===== src/rtl/instr_fetch_queue_if.sv =====
// instr_fetch_queue_if: fetch-queue bus bundling redirect, imem and decode handshakes
interface instr_fetch_queue_if #(
  parameter int DEPTH = 4
);
  logic                     redirect_i;
  logic [31:0]              redirect_pc_i;
  logic                     imem_req_o;
  logic [31:0]              imem_addr_o;
  logic                     imem_gnt_i;
  logic                     imem_rvalid_i;
  logic [31:0]              imem_rdata_i;
  logic                     instr_valid_o;
  logic [31:0]              instr_o;
  logic [31:0]              instr_pc_o;
  logic                     instr_ready_i;
  logic [$clog2(DEPTH):0]   count_o;
  modport master (
    input  redirect_i, redirect_pc_i, imem_gnt_i, imem_rvalid_i, imem_rdata_i, instr_ready_i,
    output imem_req_o, imem_addr_o, instr_valid_o, instr_o, instr_pc_o, count_o
  );
  modport slave (
    output redirect_i, redirect_pc_i, imem_gnt_i, imem_rvalid_i, imem_rdata_i, instr_ready_i,
    input  imem_req_o, imem_addr_o, instr_valid_o, instr_o, instr_pc_o, count_o
  );
endinterface


===== src/rtl/instr_fetch_queue.sv =====
// instr_fetch_queue: credit-limited instruction prefetch queue with redirect flush; IFQ_BYPASS_EN enables empty-queue response bypass
module instr_fetch_queue #(
  parameter int          DEPTH    = 4,
  parameter logic [31:0] RESET_PC = 32'h0000_0000
) (
  input logic                 clk_i,
  input logic                 rst_n,
  instr_fetch_queue_if.master bus
);
  localparam int AW = $clog2(DEPTH);
  localparam int CW = AW + 1;
  localparam logic [CW-1:0] FULL = CW'(DEPTH);
  typedef enum logic [1:0] {IDLE, REQ, WAIT, DROP} state_t;
  state_t        state, state_nxt;
  logic [31:0]   fetch_pc, fetch_pc_nxt;
  logic [31:0]   data_q [DEPTH];
  logic [31:0]   pc_q [DEPTH];
  logic [AW-1:0] rptr, wptr;
  logic [CW-1:0] cnt, cnt_nxt;
  logic          grant, rsp, push, pop, bypass, stored_valid;
  assign grant        = bus.imem_req_o && bus.imem_gnt_i;
  assign rsp          = state == WAIT && bus.imem_rvalid_i;
  assign stored_valid = cnt != '0;
`ifdef IFQ_BYPASS_EN
  assign bypass = rsp && !bus.redirect_i && !stored_valid && bus.instr_ready_i;
`else
  assign bypass = 1'b0;
`endif
  assign push         = rsp && !bus.redirect_i && !bypass;
  assign pop          = stored_valid && bus.instr_ready_i;
  assign cnt_nxt      = bus.redirect_i ? '0 : cnt + CW'(push) - CW'(pop);
  assign fetch_pc_nxt = bus.redirect_i ? (bus.redirect_pc_i & ~32'd3) : grant ? fetch_pc + 32'd4 : fetch_pc;
  assign bus.imem_req_o    = state == REQ;
  assign bus.imem_addr_o   = fetch_pc;
  assign bus.instr_valid_o = stored_valid || bypass;
  assign bus.instr_o       = bypass ? bus.imem_rdata_i : stored_valid ? data_q[rptr] : '0;
  assign bus.instr_pc_o    = bypass ? fetch_pc - 32'd4 : stored_valid ? pc_q[rptr] : '0;
  assign bus.count_o       = cnt;
  // fetch sequencing: one outstanding request, credit checked before each new request
  always_comb begin
    state_nxt = state;
    case (state)
      IDLE:    state_nxt = (bus.redirect_i || cnt != FULL) ? REQ : IDLE;
      REQ:     state_nxt = grant ? (bus.redirect_i ? DROP : WAIT) : REQ;
      WAIT:    state_nxt = bus.imem_rvalid_i ? (cnt_nxt != FULL ? REQ : IDLE) : bus.redirect_i ? DROP : WAIT;
      DROP:    state_nxt = bus.imem_rvalid_i ? REQ : DROP;
      default: state_nxt = IDLE;
    endcase
  end
  // state, fetch address and queue pointers; redirect flushes the queue
  always_ff @(posedge clk_i) begin
    if (!rst_n) begin
      state    <= IDLE;
      fetch_pc <= RESET_PC;
      rptr     <= '0;
      wptr     <= '0;
      cnt      <= '0;
    end else begin
      state    <= state_nxt;
      fetch_pc <= fetch_pc_nxt;
      cnt      <= cnt_nxt;
      rptr     <= bus.redirect_i ? '0 : rptr + AW'(pop);
      wptr     <= bus.redirect_i ? '0 : wptr + AW'(push);
    end
  end
  // queue storage; the in-flight word's address is one step behind fetch_pc
  always_ff @(posedge clk_i) begin
    if (push) begin
      data_q[wptr] <= bus.imem_rdata_i;
      pc_q[wptr]   <= fetch_pc - 32'd4;
    end
  end
endmodule


===== src/flat_wrapper.sv =====
// flat-port wrapper written by rule: the top's interface ports become plain ports
module instr_fetch_queue_flat 
#(
  parameter int          DEPTH    = 4,
  parameter logic [31:0] RESET_PC = 32'h0000_0000
)
  (clk_i, rst_n, bus_redirect_i, bus_redirect_pc_i, bus_imem_gnt_i, bus_imem_rvalid_i, bus_imem_rdata_i, bus_instr_ready_i, bus_imem_req_o, bus_imem_addr_o, bus_instr_valid_o, bus_instr_o, bus_instr_pc_o, bus_count_o);
  instr_fetch_queue_if #(.DEPTH(DEPTH)) bus_i ();
  input logic clk_i;
  input logic rst_n;
  input wire logic [$bits(bus_i.redirect_i)-1:0] bus_redirect_i;
  input wire logic [$bits(bus_i.redirect_pc_i)-1:0] bus_redirect_pc_i;
  input wire logic [$bits(bus_i.imem_gnt_i)-1:0] bus_imem_gnt_i;
  input wire logic [$bits(bus_i.imem_rvalid_i)-1:0] bus_imem_rvalid_i;
  input wire logic [$bits(bus_i.imem_rdata_i)-1:0] bus_imem_rdata_i;
  input wire logic [$bits(bus_i.instr_ready_i)-1:0] bus_instr_ready_i;
  output wire logic [$bits(bus_i.imem_req_o)-1:0] bus_imem_req_o;
  output wire logic [$bits(bus_i.imem_addr_o)-1:0] bus_imem_addr_o;
  output wire logic [$bits(bus_i.instr_valid_o)-1:0] bus_instr_valid_o;
  output wire logic [$bits(bus_i.instr_o)-1:0] bus_instr_o;
  output wire logic [$bits(bus_i.instr_pc_o)-1:0] bus_instr_pc_o;
  output wire logic [$bits(bus_i.count_o)-1:0] bus_count_o;
  assign bus_i.redirect_i = bus_redirect_i;
  assign bus_i.redirect_pc_i = bus_redirect_pc_i;
  assign bus_i.imem_gnt_i = bus_imem_gnt_i;
  assign bus_i.imem_rvalid_i = bus_imem_rvalid_i;
  assign bus_i.imem_rdata_i = bus_imem_rdata_i;
  assign bus_i.instr_ready_i = bus_instr_ready_i;
  assign bus_imem_req_o = bus_i.imem_req_o;
  assign bus_imem_addr_o = bus_i.imem_addr_o;
  assign bus_instr_valid_o = bus_i.instr_valid_o;
  assign bus_instr_o = bus_i.instr_o;
  assign bus_instr_pc_o = bus_i.instr_pc_o;
  assign bus_count_o = bus_i.count_o;
  instr_fetch_queue #(.DEPTH(DEPTH), .RESET_PC(RESET_PC)) u_core (.clk_i(clk_i), .rst_n(rst_n), .bus(bus_i));
endmodule

===== config.mk =====
export PLATFORM = sky130hd
export DESIGN_NAME = instr_fetch_queue_flat
export DESIGN_NICKNAME = d
export VERILOG_FILES = /design/src/rtl/instr_fetch_queue_if.sv /design/src/rtl/instr_fetch_queue.sv /design/src/flat_wrapper.sv
export SDC_FILE = /design/constraint.sdc
export NUM_CORES = 1
export LEC_CHECK = 0
export BUFFER_PORTS_ARGS = -buffer_cell sky130_fd_sc_hd__buf_4
export CAP_MARGIN = 30
export CORE_AREA = 4 4 163 149
export CTS_CLUSTER_DIAMETER = 200
export DETAILED_ROUTE_END_ITERATION = 10
export DIE_AREA = 0 0 167 153
export PLACE_DENSITY = 0.74
export SLEW_MARGIN = 10
export SYNTH_ARGS = -nofsm -noshare
export SYNTH_HDL_FRONTEND = slang
export SYNTH_SLANG_ARGS = --single-unit

===== constraint.sdc =====
create_clock -name clk_i -period 18 [get_ports clk_i]
set_clock_uncertainty 0.2 [all_clocks]
set_input_delay 3.6 -clock clk_i [delete_from_list [all_inputs] [get_ports clk_i]]
set_output_delay 3.6 -clock clk_i [all_outputs]
set_load 0.005 [all_outputs]

Word-level counts from Yosys, hierarchy flattened

Memories as Yosys holds them, arrays and structs flattened. A register that Yosys moved wholly into a read port is not among the register bits.
Index checks and enable logic that the tools add are counted.

Multiplexer cells: 16
Bitwise gates (word level): 1
Equal/unequal tests: 5
Add/subtract/negate cells: 6
Reductions and logical operators: 10

Operators with widths:

| operator                                                              | number |
|---|---|
| 32-bit two-way mux                                                    | 4 |
| 32-bit by 3-bit adder with 32-bit output (second input constant)      | 1 |
| 32-bit by 3-bit subtractor with 32-bit output (second input constant) | 1 |
| 2-bit two-way mux                                                     | 5 |
| 2-bit case mux with 4 select lines                                    | 1 |
| 3-bit != test (second input constant)                                 | 2 |
| 1-bit two-way mux                                                     | 5 |
| 2-bit by 1-bit adder with 2-bit output                                | 2 |
| 2-bit == test (second input constant)                                 | 2 |
| 1-bit logical AND                                                     | 4 |
| 3-bit by 1-bit adder with 3-bit output                                | 1 |
| 3-bit two-way mux                                                     | 1 |
| 3-bit nonzero test                                                    | 1 |
| 3-bit by 1-bit subtractor with 3-bit output                           | 1 |
| 2-bit by 1-bit == test with 1-bit output (second input constant)      | 1 |
| 2-bit logical NOT                                                     | 1 |
| 2-bit nonzero test                                                    | 1 |
| 2-bit OR reduction                                                    | 1 |
| 1-bit logical NOT                                                     | 1 |
| 1-bit logical OR                                                      | 1 |
| 1-bit NOT                                                             | 1 |

RAM bits: 256
Logic and storage cells: 46
Input port bits: 70
Flip-flop bits (word level): 41
Memories kept: 2

Memory list:

| name          | depth | width | read ports | clocked after Yosys merged registers in | wr ports | line                    | source |
|---|---|---|---|---|---|---|---|
| u_core.data_q | 4     | 32    | 1          | 1                                       | 1        | instr_fetch_queue.sv:16 | `logic [31:0] data_q [DEPTH];` |
| u_core.pc_q   | 4     | 32    | 1          | 1                                       | 1        | instr_fetch_queue.sv:17 | `logic [31:0] pc_q [DEPTH];` |

Logic depth before layout (Yosys ltp)

Depth after elaboration: 10
Depth in mapped cells: 11
Mapped depth without buffers: 10

Least setup slack after synthesis

OpenSTA, ideal clock, no wires.

Path type: input port to flip-flop
Start: input port bus_redirect_i
End: memory u_core.data_q[0][0], enable pin
Arrival time: 9.953 ns
Setup slack: 7.212 ns
Library setup time: 0.635 ns
Path buffers: 2
Stages on the path: 3
Cell sequence: clkbuf_1 -> clkbuf_1 -> nor4_1

Word-level cells in the longest chain between the ends: 4

RTL lines:

| element                                 | line                    | source |
|---|---|---|
| start: declaration                      | flat_wrapper.sv:11      | `input wire logic [$bits(bus_i.redirect_i)-1:0] bus_redirect_i;` |
| 1-bit logical NOT                       | instr_fetch_queue.sv:29 | `assign push = rsp && !bus.redirect_i && !bypass;` |
| 1-bit logical AND                       | instr_fetch_queue.sv:29 |  |
| 1-bit two-way mux                       | instr_fetch_queue.sv:68 | `if (push) begin` |
| 1-bit two-way mux (implied by the code) | instr_fetch_queue.sv:69 | `data_q[wptr] <= bus.imem_rdata_i;` |
| end: declaration                        | instr_fetch_queue.sv:16 |  |

No other way between the ends.

==> key figures <==
Clocking
  • Clock Tree Buf Depth: 3
  • CTS root buf: clkbuf_16
  • PostCTS Resize Cnt: 0
  • Clock transition at path regs: 0.06 ns
  • Setup bufs post-CTS: 0
  • CTS sink cnt: 287
  • Hold buffers post-CTS: 0
  • Clk Latency, worst-skew pair: 0.53 ns
  • CTS tree: done
  • CTS Buf Count: 29
  • H-tree levels: 1

Finish
  • FF+latch area: 8230 sq um
  • Post-layout instance area: 14700 sq um
  • Diodes inserted: 0
  • NumNets Final: 1010
  • Synthesis-to-layout area growth: 19.3%
  • Area of the multi-input gates: 3800 sq um
  • Fillcell total: 1622
  • Layout cell share with drive strength beyond 1: 30.5%

Yosys
  • Post-Synth XOR/XNOR Area: 2.56%
  • Count of state elements after synthesis: 287
  • Synth Area in Adders: 0.569%
  • Cells after Synth: 793
  • Yosys top cell by area: edfxtp_1
  • Seq/Total Area, Yosys: 66.8%
  • Avg Cell Area, Syn: 15.5 sq um
  • Post-synthesis cell area: 12300 sq um
  • Top cells by area, synth: edfxtp_1 60%, mux4_2 11%, dfxtp_1 6.3%
  • Area share of the leading cell type in the synthesized netlist: 60.4%
  • Number of synthesis warnings: 0
  • Top-count cell post-synth: edfxtp_1
  • Largest family of logic cells by synthesized area: simple AND/OR/NAND/NOR gates
  • Async SR Flop Fraction: 0%
  • Commonest cells in the netlist: 248 x edfxtp_1, 65 x and2_1, 62 x mux4_2, 39 x dfxtp_1, 37 x nand2_1
  • Post-Synth Simple-Gate Area: 11.7%
  • Library cells used by synthesis: 56
  • Mux contribution to synthesized area: 11.5%
  • Synth Area in Compound Gates: 4.16%
  • Post-synth EDFFs: 248
  • Synth Flop Type: edfxtp_1

Power
  • LEAKAGE: 0.00518 uW
  • Worst VDD drop: 71.9 uV
  • Power per cell area: 96.7 nW/um^2

Global routing
  • First-pass GRT wire length: 41900 um
  • Largest net degree at the start of global routing: 63
  • Initial antenna violation count: 0
  • Vias in the first global route: 7466
  • Grt total ovfl: 0
  • GR Util All Layers: 20.3%

Placed design
  • Post-DP HPWL: 16300 um
  • Dpl ws: 11.76 ns
  • IO buf count: 164
  • Post-DP Area: 13800 sq um
  • GPL Wtd Cong: 0.800

Critical path
  • Worst Setup End Kind: output port
  • Kind of critical path: reg2out
  • Crit path cell chain: buf_4 -> mux4_2 -> and2_1 -> buf_4
  • Worst path max stage delay: 0.75 ns
  • Crit-path slowest cell: buf_4
  • Worst path arrival time: 2.88 ns
  • Most used cell along the critical path: buf_4
  • Worst endpoint required time: 14.20 ns
  • CP startpoint kind: register
  • Critical path fanouts, max: 43

Detailed routing
  • DRT Wirelength: 26000 um
  • Routed Antenna Nets: 0
  • First-pass iteration count of the detailed router: 5
  • # DRC: 0
  • DR vias/cell: 5.88
  • Routed vias: 7351
  • Detailed Route Iter0 Violations: 666
  • DR WL/cell: 20.8 um

Timing
  • Fin. Hold Viols: 0
  • RSZ-0062 raised after global routing: no
  • Final Max Tran Viols: 0
  • Worst slew pin tran: 0.939 ns
  • PnR worst setup slack: 11.32 ns
  • Period Utilization, post-route: 37.1%
  • TNS Setup: 0 ns
  • Final setup violation count: 0
  • Worst slew margin: 37.4%
  • Final min period: 6.68 ns
  • Fmax: 150 MHz

Floorplanning
  • FP Rows: 52
  • Area of the core: 22400 sq um
  • Ports: 171
  • Die area: 25600 sq um
  • Die Width: 167 um
  • Die height: 153 um
  • Initial core utilization: 54.9%

Run
  • Number of max-cap violations: 0

Run status
  • Status: completed

Min path
  • Worst min path class: reg2reg
## worst max-delay path: cells and delay by family (launching register included)
family / cells / cell delay (ns)
buf+inv: 2 / 0.89
flops: 1 / 0.63
mux: 1 / 0.62
simple gates: 1 / 0.18
## path summary, 6_finish.rpt
path,startpoint,end,slack (ns),cells past startpoint
max,u_core.rptr[0],bus_instr_pc_o[31],11.32,4
min,u_core.state[1],u_core.state[1],0.40,2
min reg2reg,u_core.state[1],u_core.state[1],0.40,2
max reg2reg,u_core.bus.imem_addr_o[4],u_core.pc_q[0][12],15.06,4
## metrics by stage
step,hold WS [ns],utilization [%],instances,power [uW]
6_report,0.396,65.5,1251,1420
5_1_grt,0.430,65.5,1251,1470
4_1_cts,0.397,65.5,1251,1430
3_5_place_dp,0.388,61.3,1201,835
3_3_place_gp,0.355,61.2,1200,832
2_1_floorplan,0.326,-,796,797
## sequential cells by signal, indices dropped and copies added, names as in the netlist
register,flops
u_core.data_q,128
u_core.pc_q,120
u_core.bus.imem_addr_o,30
u_core.bus.count_o,3
u_core.rptr,2
u_core.state,2
u_core.wptr,2
## logic make-up after synthesis
group,Yosys count
AOI/OAI and AO/OA,75
other,1
xor gates and xnor gates,36
buffers and inverters,74
DFF,287
adders and majority gates,5
and+or+nand+nor,251
muxes,64
## placed cells by master (no fill, tap or decap), drive strengths merged, types with 10 or more instances in the layout
cell	n
edfxtp	248
nand3	20
o21ai	26
clkinv	10
clkbuf	32
nor2	24
nor4	18
mux4	62
xor2	27
nand4	10
nor3	24
and2	65
nand2	37
and3	10
dfxtp	39
buf	174
## layout make-up
cell class | count | area share, %
clock buffer | 32 | 5.01
clock inverter | 18 | 1.46
inverter | 8 | 0.204
multi-input combinational | 435 | 25.8
sequential | 287 | 56.0
tap | 297 | 2.53
timing repair buffer | 174 | 8.97
## power breakdown
part           total (uW)  leakage, uW  switching (uW)  internal [uW]
Sequential            750      0.00256            16.3            734
Clock                 600     0.000464             236            364
Combinational        71.5      0.00215            38.9           32.6
## metal layers
layer / wire length, um / GRT usage (%) / vias up
met5: 0 / 0 / -
met4: 352 / 3.54 / 0
met3: 2140 / 4.67 / 31
met2: 12100 / 31.3 / 313
met1: 11400 / 30.5 / 3636
li1: - / - / 3371
Note: power is estimated with default switching activity, not from simulation.
